<file path="src/rtl/stage1_fetch.sv">
// ---------------------------------------------------------------------------
// stage1_fetch
//   Instruction fetch stage. Holds the PC and the IF/ID pipeline register and
//   applies next-PC selection requested by the decode controller.
//
// Ports
//   clk, rst          : clock, asynchronous active-high reset
//   sstall            : decode hazard stall, freezes PC and IF/ID
//   pcInputSel        : next-PC source (00 adder, 01 jump, 10 return, 11 hold)
//   pcAdderInputASel  : adder operands (0: PC + 1, 1: pcID + sext(const_disp))
//   const_disp        : signed branch displacement of the decode instruction
//   jumpAddr          : absolute jump target
//   stackOut          : return address popped by decode
//   imemAddr          : instruction memory address (the PC register)
//   imemData          : instruction word read combinationally at imemAddr
//   instruction       : IF/ID instruction register
//   pcID              : PC of the instruction held in IF/ID
//   stackIn           : pcID + 1, return address for a call in decode
//   validID           : IF/ID holds a real instruction (0 = bubble)
//   flushCount        : saturating count of redirect flushes
// ---------------------------------------------------------------------------
module stage1_fetch (
    input  logic        clk,
    input  logic        rst,
    input  logic        sstall,
    input  logic [1:0]  pcInputSel,
    input  logic        pcAdderInputASel,
    input  logic [7:0]  const_disp,
    input  logic [11:0] jumpAddr,
    input  logic [11:0] stackOut,
    output logic [11:0] imemAddr,
    input  logic [18:0] imemData,
    output logic [18:0] instruction,
    output logic [11:0] pcID,
    output logic [11:0] stackIn,
    output logic        validID,
    output logic [7:0]  flushCount
);

    localparam logic [18:0] NOP = 19'h7A000;

    typedef enum logic [1:0] {
        SEL_ADDER  = 2'b00,
        SEL_JUMP   = 2'b01,
        SEL_RETURN = 2'b10,
        SEL_HOLD   = 2'b11
    } pcSel_t;

    // IF/ID pipeline register contents
    typedef struct packed {
        logic [18:0] instr;
        logic [11:0] pc;
        logic        valid;
    } ifId_t;

    logic [11:0] pc;
    ifId_t       ifId;
    logic [7:0]  flushCnt;

    logic [11:0] addA;
    logic [11:0] addB;
    logic [11:0] addSum;
    logic [11:0] pcNext;
    logic        redirect;
    logic        advance;
    pcSel_t      sel;

    assign sel = pcSel_t'(pcInputSel);

    // Shared adder: sequential increment or PC-relative branch from the
    // instruction currently in decode. Wraps mod 4096.
    always_comb begin
        addA   = pcAdderInputASel ? ifId.pc : pc;
        addB   = pcAdderInputASel ? {{4{const_disp[7]}}, const_disp} : 12'd1;
        addSum = addA + addB;
    end

    always_comb begin
        pcNext = pc;
        unique case (sel)
            SEL_ADDER:  pcNext = addSum;
            SEL_JUMP:   pcNext = jumpAddr;
            SEL_RETURN: pcNext = stackOut;
            SEL_HOLD:   pcNext = pc;
        endcase
    end

    // A plain PC + 1 is not a redirect; anything that breaks sequential flow
    // squashes the word fetched this cycle.
    assign redirect = (sel == SEL_JUMP) || (sel == SEL_RETURN) ||
                      ((sel == SEL_ADDER) && pcAdderInputASel);

    // Stall wins over everything; decode re-presents its request after the
    // stall, so a redirect seen during a stall is not lost. Hold select
    // freezes the stage without counting a flush.
    assign advance = !sstall && (sel != SEL_HOLD);

    always_ff @(posedge clk or posedge rst) begin
        if (rst) begin
            pc         <= '0;
            ifId.instr <= NOP;
            ifId.pc    <= '0;
            ifId.valid <= 1'b0;
            flushCnt   <= '0;
        end else if (advance) begin
            pc      <= pcNext;
            ifId.pc <= pc;
            if (redirect) begin
                ifId.instr <= NOP;
                ifId.valid <= 1'b0;
                if (flushCnt != 8'hFF)
                    flushCnt <= flushCnt + 8'd1;
            end else begin
                ifId.instr <= imemData;
                ifId.valid <= 1'b1;
            end
        end
    end

    assign imemAddr    = pc;
    assign instruction = ifId.instr;
    assign pcID        = ifId.pc;
    assign stackIn     = ifId.pc + 12'd1;
    assign validID     = ifId.valid;
    assign flushCount  = flushCnt;

endmodule

</file>
<file path="config.mk">
export PLATFORM = sky130hd
export DESIGN_NAME = stage1_fetch
export DESIGN_NICKNAME = d
export VERILOG_FILES = /design/src/rtl/stage1_fetch.sv
export SDC_FILE = /design/constraint.sdc
export NUM_CORES = 1
export LEC_CHECK = 0
export CORE_MARGIN = 2
export CORE_UTILIZATION = 25
export CTS_BUF_LIST = sky130_fd_sc_hd__clkbuf_8
export DETAILED_ROUTE_END_ITERATION = 10
export PLACE_DENSITY = 0.55
export SLEW_MARGIN = 20
export SYNTH_ARGS = -nofsm -noshare
export SYNTH_HDL_FRONTEND = slang
export SYNTH_SLANG_ARGS = --single-unit
</file>
<file path="constraint.sdc">
create_clock -name clk -period 5.7 [get_ports clk]
set_clock_uncertainty 0.2 [all_clocks]
set_input_delay 1.425 -clock clk [delete_from_list [all_inputs] [get_ports clk]]
set_output_delay 1.425 -clock clk [all_outputs]
set_load 0.005 [all_outputs]
</file>
==> impl_metrics.csv, run 1 <==
group,metric,value,unit
yosys,syn_inst,366,
floorplanning,initial_utilization,25.4,%
floorplanning,die_w,117,µm
clock_network,ctsRootBufferMaster,"clkbuf_8",
sta,timing.final.crit_share,76.8,%
yosys,syn_nets,438,
routing,vias_per_cell,4.57,
sta,hold_viol_final,0,
worst_setup_path,cp-end-kind,"flop",
clock_network,cts.sinks,52,
yosys,yosysWarnings,0,
routing,dr.first_iter.drc_count,83,
routing,drc,0,
floorplanning,io_pins,121,
global_routing,grt_pass1_vias,2927,
sta,max_freq,229,MHz
global_routing,grt_first_pass_wirelength,15.0,mm
global_routing,grtUsageTotal,13.9,%
sta,worst_pin_slew,872,ps
worst_hold_path,min_path_cells,2,
floorplanning,die_h,117,µm
sta,tns,0,ps
worst_setup_path,rr_endpoint,"imemAddr[10]",
sta,slew_headroom,41.8,%
power_and_ir_drop,ir_drop,0.120,mV
clock_network,cts_setup_buffers,0,
cells_and_area,mostFrequentLayoutCells,"clkdlybuf4s50_1, nand2_1, dfrtp_1",
floorplanning,fp.coreArea,12600,µm²
job,cap_violations,0,
sta,final-max-slew-violation-count,0,
sta,setup_viol_count_final,0,
placed_design,dpl_worst_slack,980,ps
yosys,syn_avg_cell_area,8.73,µm²
yosys,ys_seq_area_share,40.9,%
worst_setup_path,crit_arrival,4370,ps
cells_and_area,diodes,0,
sta,finalCriticalPeriod,4370,ps
worst_setup_path,rr_startpoint,"pcID[0]",
worst_setup_path,worstRegToRegCells,8,
global_routing,grt_util_met1,17.5,%
global_routing,grt_max_degree,53,
worst_setup_path,startpoint_type,"primary input",
yosys,synth-main-ff-cell,"dfrtp_1",
clock_network,clk_pin_slew,100,ps
sta,setup_ws,1330,ps
yosys,syn_area,3190,µm²
clock_network,cts_hold_buf,0,
placed_design,port_buffers,120,
placed_design,post-dp-hpwl,6.98,mm
clock_network,clock_latency,310,ps
floorplanning,dieArea,13700,µm²
cells_and_area,syn_to_final_growth,45.3,%
global_routing,grt-ovfl-total,0,
worst_setup_path,cp_data_required_time,5700,ps
routing,vias,2963,
floorplanning,rows,41,
power_and_ir_drop,power,1.35,mW
status,outcome,"finished, final reports clean",
routing,wl_per_cell,14.4,µm
cells_and_area,drive_gt1_share,7.14,%
cells_and_area,fin_nets,547,
power_and_ir_drop,pwr_density_cell,290,nW/µm²
yosys,async_reset_ff_share,100,%
clock_network,cts_tree,"yes",
clock_network,htree_levels,2,
yosys,synth_seq_cells,52,
worst_hold_path,worstHoldStart,"instruction[9]",
worst_setup_path,r2r_slack,2880,ps
global_routing,met2_usage,24.5,%
worst_setup_path,crit_type,"in2reg",
worst_hold_path,hold_class,"reg2reg",
routing,ant_nets,0,
worst_setup_path,path_max_fanout,21,
yosys,yosysUniqueCellTypes,43,
routing,finalWirelength,9.30,mm
global_routing,busiest_layer,"met2",
power_and_ir_drop,cellLeakagePower,2.02,nW
sta,rsz0062_at_grt,"false",
clock_network,cts_buffers,5,
worst_hold_path,min_to,"instruction[9]",
global_routing,antenna_found_initial,0,
global_routing,use_met3,3.55,%
clock_network,clockBufferDepth,2,
placed_design,globalplace.congestion,0.817,
routing,drt-pass1-iter-count,4,
yosys,synth_edf_count,0,
cells_and_area,layout_commonest_cell,"clkdlybuf4s50_1",
clock_network,ctsResizeCount,0,
through the flow:
| stage | utilization [%] | hold WS (ps) | instance area [µm²] | std cells |
|---|---|---|---|---|
| global placement | 36.2 | 250 | 4550 | 640 |
| global route | 36.9 | 300 | 4640 | 648 |
| CTS | 36.9 | 279 | 4640 | 648 |
| detailed placement | 36.2 | 256 | 4550 | 640 |
| finish | 36.9 | 274 | 4640 | 648 |
| floorplan | - | 263 | 3190 | 366 |
state kept, by name, indices dropped and copies added, names as in the netlist:
name         count
instruction     19
validID          1
flushCount       8
imemAddr        12
pcID            12
routing by layer:
layer | vias up | wire length [µm]
met2 | 81 | 4720
li1 | 1478 | -
met3 | 4 | 551
met4 | 0 | 30
met1 | 1400 | 4000
met5 | - | 0
worst max-delay path by stage:
stage | start | to | slack (ps) | cells past startpoint
2_1_floorplan | pcAdderInputASel | imemAddr[10] | 1580 | 10
3_5_place_dp | pcAdderInputASel | imemAddr[10] | 980 | 10
6_report | pcAdderInputASel | imemAddr[10] | 1330 | 10
5_1_grt | pcAdderInputASel | imemAddr[10] | 1110 | 10
4_1_cts | pcAdderInputASel | imemAddr[10] | 1320 | 10
3_3_place_gp | pcAdderInputASel | imemAddr[10] | 1030 | 10
where the power goes:
part	switching [mW]	internal (mW)	leakage (nW)
Combinational	0.223	0.340	1.32
Sequential	0.108	0.451	0.653
Clock	0.128	0.0974	0.0486
final cells by class:
cell class,count,area [µm²]
fillers,1297,7930
multi-input cells,286,1770
flip-flops and latches,52,1310
repair buffers,124,1230
well taps,172,215
clock buffers,6,82.6
inverters,6,22.5
clock inverters,2,11.3
critical path, cell delays in order:
cell	delay (ps)
clkdlybuf4s50_1	790
buf_4	340
nand2b_1	80
ha_1	210
fa_1	410
a21o_1	190
a221o_1	350
a31oi_1	310
a21oi_1	100
nand3b_1	160
logic make-up after synthesis:
| group | after synthesis | synth area share [%] |
|---|---|---|
| AOI/OAI and AO/OA | 70 | 14.5 |
| adders and majority gates | 15 | 6.11 |
| muxes | 12 | 4.15 |
| buffers and inverters | 28 | 3.80 |
| xor gates and xnor gates | 27 | 7.40 |
| DFF | 52 | 40.9 |
| and+or+nand+nor | 162 | 23.1 |
synth_stat cells (all sizes together), types with 6 or more instances:
master   n  area (µm²)
a21oi   20         100
a22oi    8        60.1
and2     6        37.5
and3     7        43.8
buf      9        50.1
clkbuf  13        48.8
dfrtp   47        1180
ha      14         175
inv      6        22.5
mux2    10         113
nand2   83         312
nand3   27         135
nor2    22        82.6
o21ai   17        85.1
xnor2   15         131
xor2    12         105
Note: power is estimated with default switching activity, not from simulation.
==> run 2, diff against run 1 <==
- PLACE_DENSITY: 0.55 -> 0.57
- clock period: 5.7 -> 3.8 ns (I/O delays scaled with it)
==> run 2 against run 1 <==
Hold slack got worse by 1.3 ps. Sequential share of layout area decreased by 0.85 points. Flip-flop and latch count unchanged. Critical path depth unchanged. Sequential power increased by 50%.
==> impl_metrics.csv, run 2 (same netlist as run 1, synthesis figures left out) <==
group,metric,value,unit
status,outcome,"finished, final reports clean",
routing,drc,0,
worst_hold_path,hold_class,"reg2reg",
power_and_ir_drop,ir_drop,0.231,mV
routing,wl_per_cell,14.5,µm
clock_network,clk_pin_slew,100,ps
floorplanning,io_pins,121,
worst_setup_path,critPathTopFamily,"buffers and inverters",
worst_setup_path,startpoint,"pcAdderInputASel",
cells_and_area,syn_to_final_growth,49.9,%
floorplanning,fp.coreArea,12600,µm²
worst_hold_path,min_path_cells,2,
cells_and_area,largest_reg_flops,19,
global_routing,grt_pass1_vias,3165,
floorplanning,dieArea,13700,µm²
worst_setup_path,crit_path_frequent_cell,"buf_4",
sta,hold_viol_final,0,
cells_and_area,diodes,0,
cells_and_area,layout_commonest_cell,"clkdlybuf4s50_1",
worst_setup_path,cp-end-kind,"flop",
routing,vias,3042,
sta,worst_pin_slew,698,ps
sta,final-max-slew-violation-count,0,
power_and_ir_drop,pwr_density_cell,444,nW/µm²
routing,finalWirelength,9.65,mm
worst_setup_path,critPathBufInv,3,
routing,dr.first_iter.drc_count,65,
routing,ant_nets,0,
worst_setup_path,critical_path_depth,10,
clock_network,clock_latency,300,ps
placed_design,post-dp-hpwl,7.40,mm
worst_setup_path,rr_startpoint,"pcID[0]",
global_routing,grtUsageTotal,14.8,%
sta,setup_viol_count_final,0,
clock_network,ctsRootBufferMaster,"clkbuf_8",
worst_setup_path,cp_data_required_time,3800,ps
clock_network,cts_hold_buf,0,
placed_design,globalplace.congestion,0.828,
worst_hold_path,worstHoldStart,"instruction[8]",
cells_and_area,mostFrequentLayoutCells,"clkdlybuf4s50_1, nand2_1, dfrtp_1",
sta,finalCriticalPeriod,3610,ps
worst_setup_path,slowest_delay,560,ps
worst_hold_path,min_to,"instruction[8]",
job,cap_violations,0,
worst_setup_path,crit_arrival,3610,ps
power_and_ir_drop,power,2.12,mW
worst_setup_path,rr_endpoint,"imemAddr[10]",
sta,slew_headroom,53.5,%
global_routing,grt_first_pass_wirelength,15.8,mm
clock_network,cts_buffers,5,
floorplanning,die_w,117,µm
floorplanning,die_h,117,µm
cells_and_area,post-route-util,38.1,%
global_routing,antenna_found_initial,0,
worst_setup_path,slowest_stage,"clkdlybuf4s50_1",
floorplanning,rows,41,
clock_network,cts_setup_buffers,0,
clock_network,ctsResizeCount,0,
clock_network,cts_tree,"yes",
floorplanning,initial_utilization,25.4,%
cells_and_area,drive_gt1_share,10.5,%
worst_setup_path,r2r_slack,1010,ps
clock_network,htree_levels,2,
power_and_ir_drop,cellLeakagePower,2.11,nW
routing,drt-pass1-iter-count,4,
worst_setup_path,path_max_fanout,7,
global_routing,grt-ovfl-total,0,
worst_setup_path,crit_type,"in2reg",
cells_and_area,fin_nets,564,
clock_network,cts.sinks,52,
placed_design,port_buffers,120,
sta,timing.final.crit_share,95.0,%
worst_setup_path,startpoint_type,"primary input",
global_routing,grt_max_degree,53,
worst_setup_path,worstRegToRegCells,9,
sta,max_freq,277,MHz
worst_setup_path,cp_cell_sequence,"clkdlybuf4s50_1 > buf_4 > mux2_2 > fa_1 > a21o_1 > a221o_1 > a31oi_1 > buf_4 > a21oi_1 > nand3b_1",
clock_network,clockBufferDepth,2,
sta,rsz0062_at_grt,"false",
routing,vias_per_cell,4.57,
## run 2: worst max path at each step
stage                              end  slack, ps
after floorplan           imemAddr[10]        160
after global placement    imemAddr[10]       -110
after detailed placement  imemAddr[10]       -130
after CTS                 imemAddr[10]        220
after global routing      imemAddr[10]        110
final                     imemAddr[10]        190
## run 2: tightest hold or removal path, delay by kind of cell, from the launching register on
kind,cells,cell delay [ps]
flops,1,360
simple gates,2,90
## run 2: area by class of cell
| cell class | instances | area, µm² |
|---|---|---|
| Clock buffer | 5 | 68.8 |
| Clock inverter | 3 | 42.5 |
| Fill cell | 1315 | 7780 |
| Inverter | 6 | 22.5 |
| Multi-Input combinational cell | 286 | 1770 |
| Sequential cell | 52 | 1310 |
| Tap cell | 172 | 215 |
| Timing Repair Buffer | 141 | 1360 |
## run 2: through the flow
| step | instances | area, µm² | hold slack [ps] | worst slack (ps) | setup TNS [ps] |
|---|---|---|---|---|---|
| 2_1_floorplan | 366 | 3190 | 263 | 157 | 0 |
| 3_3_place_gp | 657 | 4680 | 249 | -109 | -277 |
| 4_1_cts | 665 | 4790 | 283 | 219 | 0 |
| 3_5_place_dp | 657 | 4680 | 257 | -127 | -380 |
| 6_report | 665 | 4790 | 273 | 188 | 0 |
| 5_1_grt | 665 | 4790 | 311 | 108 | 0 |
## run 2: report_power, final
group          internal (mW)  leakage, nW  switching (mW)  total (mW)
Clock                  0.195       0.0541           0.193       0.388
Sequential             0.676        0.653           0.164       0.840
Combinational          0.548         1.40           0.347       0.895
Total                   1.42         2.11           0.704        2.12
## run 2: metal layers
| metal | GRT usage [%] | vias up | share of wire, % |
|---|---|---|---|
| li1 | - | 1515 | - |
| met2 | 25.4 | 79 | 50 |
| met3 | 3.86 | 6 | 6.1 |
| met4 | 4.00 | 0 | 1.2 |
| met1 | 18.5 | 1442 | 43 |
| met5 | 0 | - | 0 |
==> run 3, diff against run 2 <==
- GPL_ROUTABILITY_DRIVEN: unset -> 0
==> run 3 against run 2 <==
Routed wire length decreased by 1.8%. Non-clock buffer count up 1. Core utilization is essentially flat. Design area barely moved. Sequential power fell by 0.5%. Flip-flop and latch count unchanged. Final cell count increased by 0.15%. Clock-buffer cell count rose by 1. Critical path type unchanged. Largest cell class unchanged.
==> impl_metrics.csv, run 3 (same netlist as run 1, synthesis figures left out) <==
group,metric,value,unit
clock_network,ctsRootBufferMaster,"clkbuf_8",
power_and_ir_drop,pwr_density_cell,433,nW/µm²
clock_network,clockBufferDepth,2,
cells_and_area,fin_nets,565,
worst_setup_path,slowest_stage,"clkdlybuf4s50_1",
floorplanning,dieArea,13700,µm²
floorplanning,die_w,117,µm
sta,timing.final.crit_share,95.3,%
sta,finalCriticalPeriod,3620,ps
clock_network,clk_pin_slew,100,ps
routing,ant_nets,0,
clock_network,clock_latency,300,ps
worst_setup_path,cp-end-kind,"flop",
sta,slew_headroom,59.3,%
cells_and_area,largest_reg_flops,19,
clock_network,cts_tree,"yes",
global_routing,grt_pass1_vias,3067,
sta,setup_viol_count_final,0,
sta,final-max-slew-violation-count,0,
worst_setup_path,cp_data_required_time,3800,ps
clock_network,cts.sinks,52,
cells_and_area,layout_commonest_cell,"clkdlybuf4s50_1",
worst_setup_path,slowest_delay,550,ps
floorplanning,initial_utilization,25.4,%
placed_design,dpl_worst_slack,-262,ps
clock_network,htree_levels,2,
power_and_ir_drop,cellLeakagePower,2.11,nW
floorplanning,die_h,117,µm
routing,finalWirelength,9.48,mm
cells_and_area,diodes,0,
cells_and_area,mostFrequentLayoutCells,"clkdlybuf4s50_1, nand2_1, dfrtp_1",
routing,dr.first_iter.drc_count,72,
worst_setup_path,crit_arrival,3620,ps
worst_setup_path,path_max_fanout,8,
worst_setup_path,critPathBufInv,2,
global_routing,grt-ovfl-total,0,
routing,wl_per_cell,14.2,µm
worst_setup_path,crit_type,"in2reg",
placed_design,post-dp-hpwl,7.34,mm
routing,drt-pass1-iter-count,4,
sta,setup_ws,179,ps
sta,hold_viol_final,0,
routing,drc,0,
global_routing,grt_max_degree,29,
worst_setup_path,cp_cell_sequence,"clkdlybuf4s50_1 > buf_4 > mux2_2 > fa_1 > a21o_1 > a221o_1 > a31oi_2 > a21oi_1 > nand3b_1",
sta,worst_pin_slew,602,ps
job,cap_violations,0,
routing,vias_per_cell,4.58,
global_routing,grtUsageTotal,14.0,%
floorplanning,fp.coreArea,12600,µm²
worst_hold_path,hold_class,"reg2reg",
sta,max_freq,276,MHz
placed_design,port_buffers,120,
cells_and_area,finish.instance_area,4780,µm²
status,outcome,"finished, final reports clean",
cells_and_area,syn_to_final_growth,49.7,%
sta,rsz0062_at_grt,"false",
power_and_ir_drop,ir_drop,0.187,mV
floorplanning,rows,41,
worst_setup_path,startpoint_type,"primary input",
placed_design,placed_area,4680,µm²
worst_setup_path,r2r_slack,1010,ps
worst_setup_path,critPathTopFamily,"compound AO/OA/AOI/OAI gates",
clock_network,cts_setup_buffers,0,
cells_and_area,drive_gt1_share,10.7,%
global_routing,antenna_found_initial,0,
clock_network,cts_buffers,5,
global_routing,grt_first_pass_wirelength,15.2,mm
floorplanning,io_pins,121,
routing,vias,3049,
[run 3: cell types whose count changed in the layout (fill, tap and decap cells not counted), sizes merged]
| cell | before | now |
|---|---|---|
| inv | 6 | 7 |
| buf | 21 | 22 |
| bufinv | 1 | 0 |
| clkbuf | 5 | 6 |
| clkinv | 1 | 0 |
[run 3: final timing paths]
path,startpoint,end,cells past startpoint
hold reg to reg,instruction[7],instruction[7],2
setup reg to reg,pcID[0],imemAddr[10],8
min in group asynchronous,rst,flushCount[4],2
max in group asynchronous,rst,instruction[18],3
hold / removal,instruction[7],instruction[7],2
setup / recovery,pcAdderInputASel,imemAddr[10],9
[run 3: layer usage]
metal / track usage [%] / up-vias / share of wire, %
li1: - / 1519 / -
met1: 18.4 / 1426 / 44
met2: 23.6 / 92 / 48
met4: 2.98 / 0 / 1.3
met3: 3.24 / 12 / 6.3
met5: 0 / - / 0
[run 3: per-stage QoR]
step / cells / hold WS (ps) / util, % / power [mW] / setup TNS (ps)
after floorplan: 366 / 263 / - / 1.22 / 0
after global placement: 658 / 251 / 37.3 / 1.74 / -427
after detailed placement: 658 / 255 / 37.3 / 1.75 / -706
after CTS: 666 / 279 / 38.0 / 2.10 / 0
after global routing: 666 / 301 / 38.1 / 2.24 / 0
final: 666 / 272 / 38.1 / 2.07 / 0
[run 3: power breakdown]
part	switching, mW	internal [mW]	total (mW)
registers	0.160	0.676	0.836
clock network	0.189	0.146	0.335
logic	0.351	0.548	0.899
[run 3: area by class of cell]
class	instances	area, µm²
clock buffers	6	82.6
clock inverters	2	11.3
fillers	1332	7780
inverters	6	22.5
multi-input cells	286	1780
flip-flops and latches	52	1310
well taps	172	215
repair buffers	142	1370
[run 3: timing repair]
action | in CTS | in global routing
hold buffers | 0 | 0
resized for setup | 0 | 1
hold endpoints to repair | 0 | 0
endpoints found under the setup margin | 0 | 1
[run 3: worst reg2reg max path, cell delays in order, from the launching register on]
cell	delay (ps)
dfrtp_1	460
mux2_2	300
ha_1	230
fa_1	410
a21o_1	200
a221o_1	360
a31oi_2	270
a21oi_1	110
nand3b_1	160
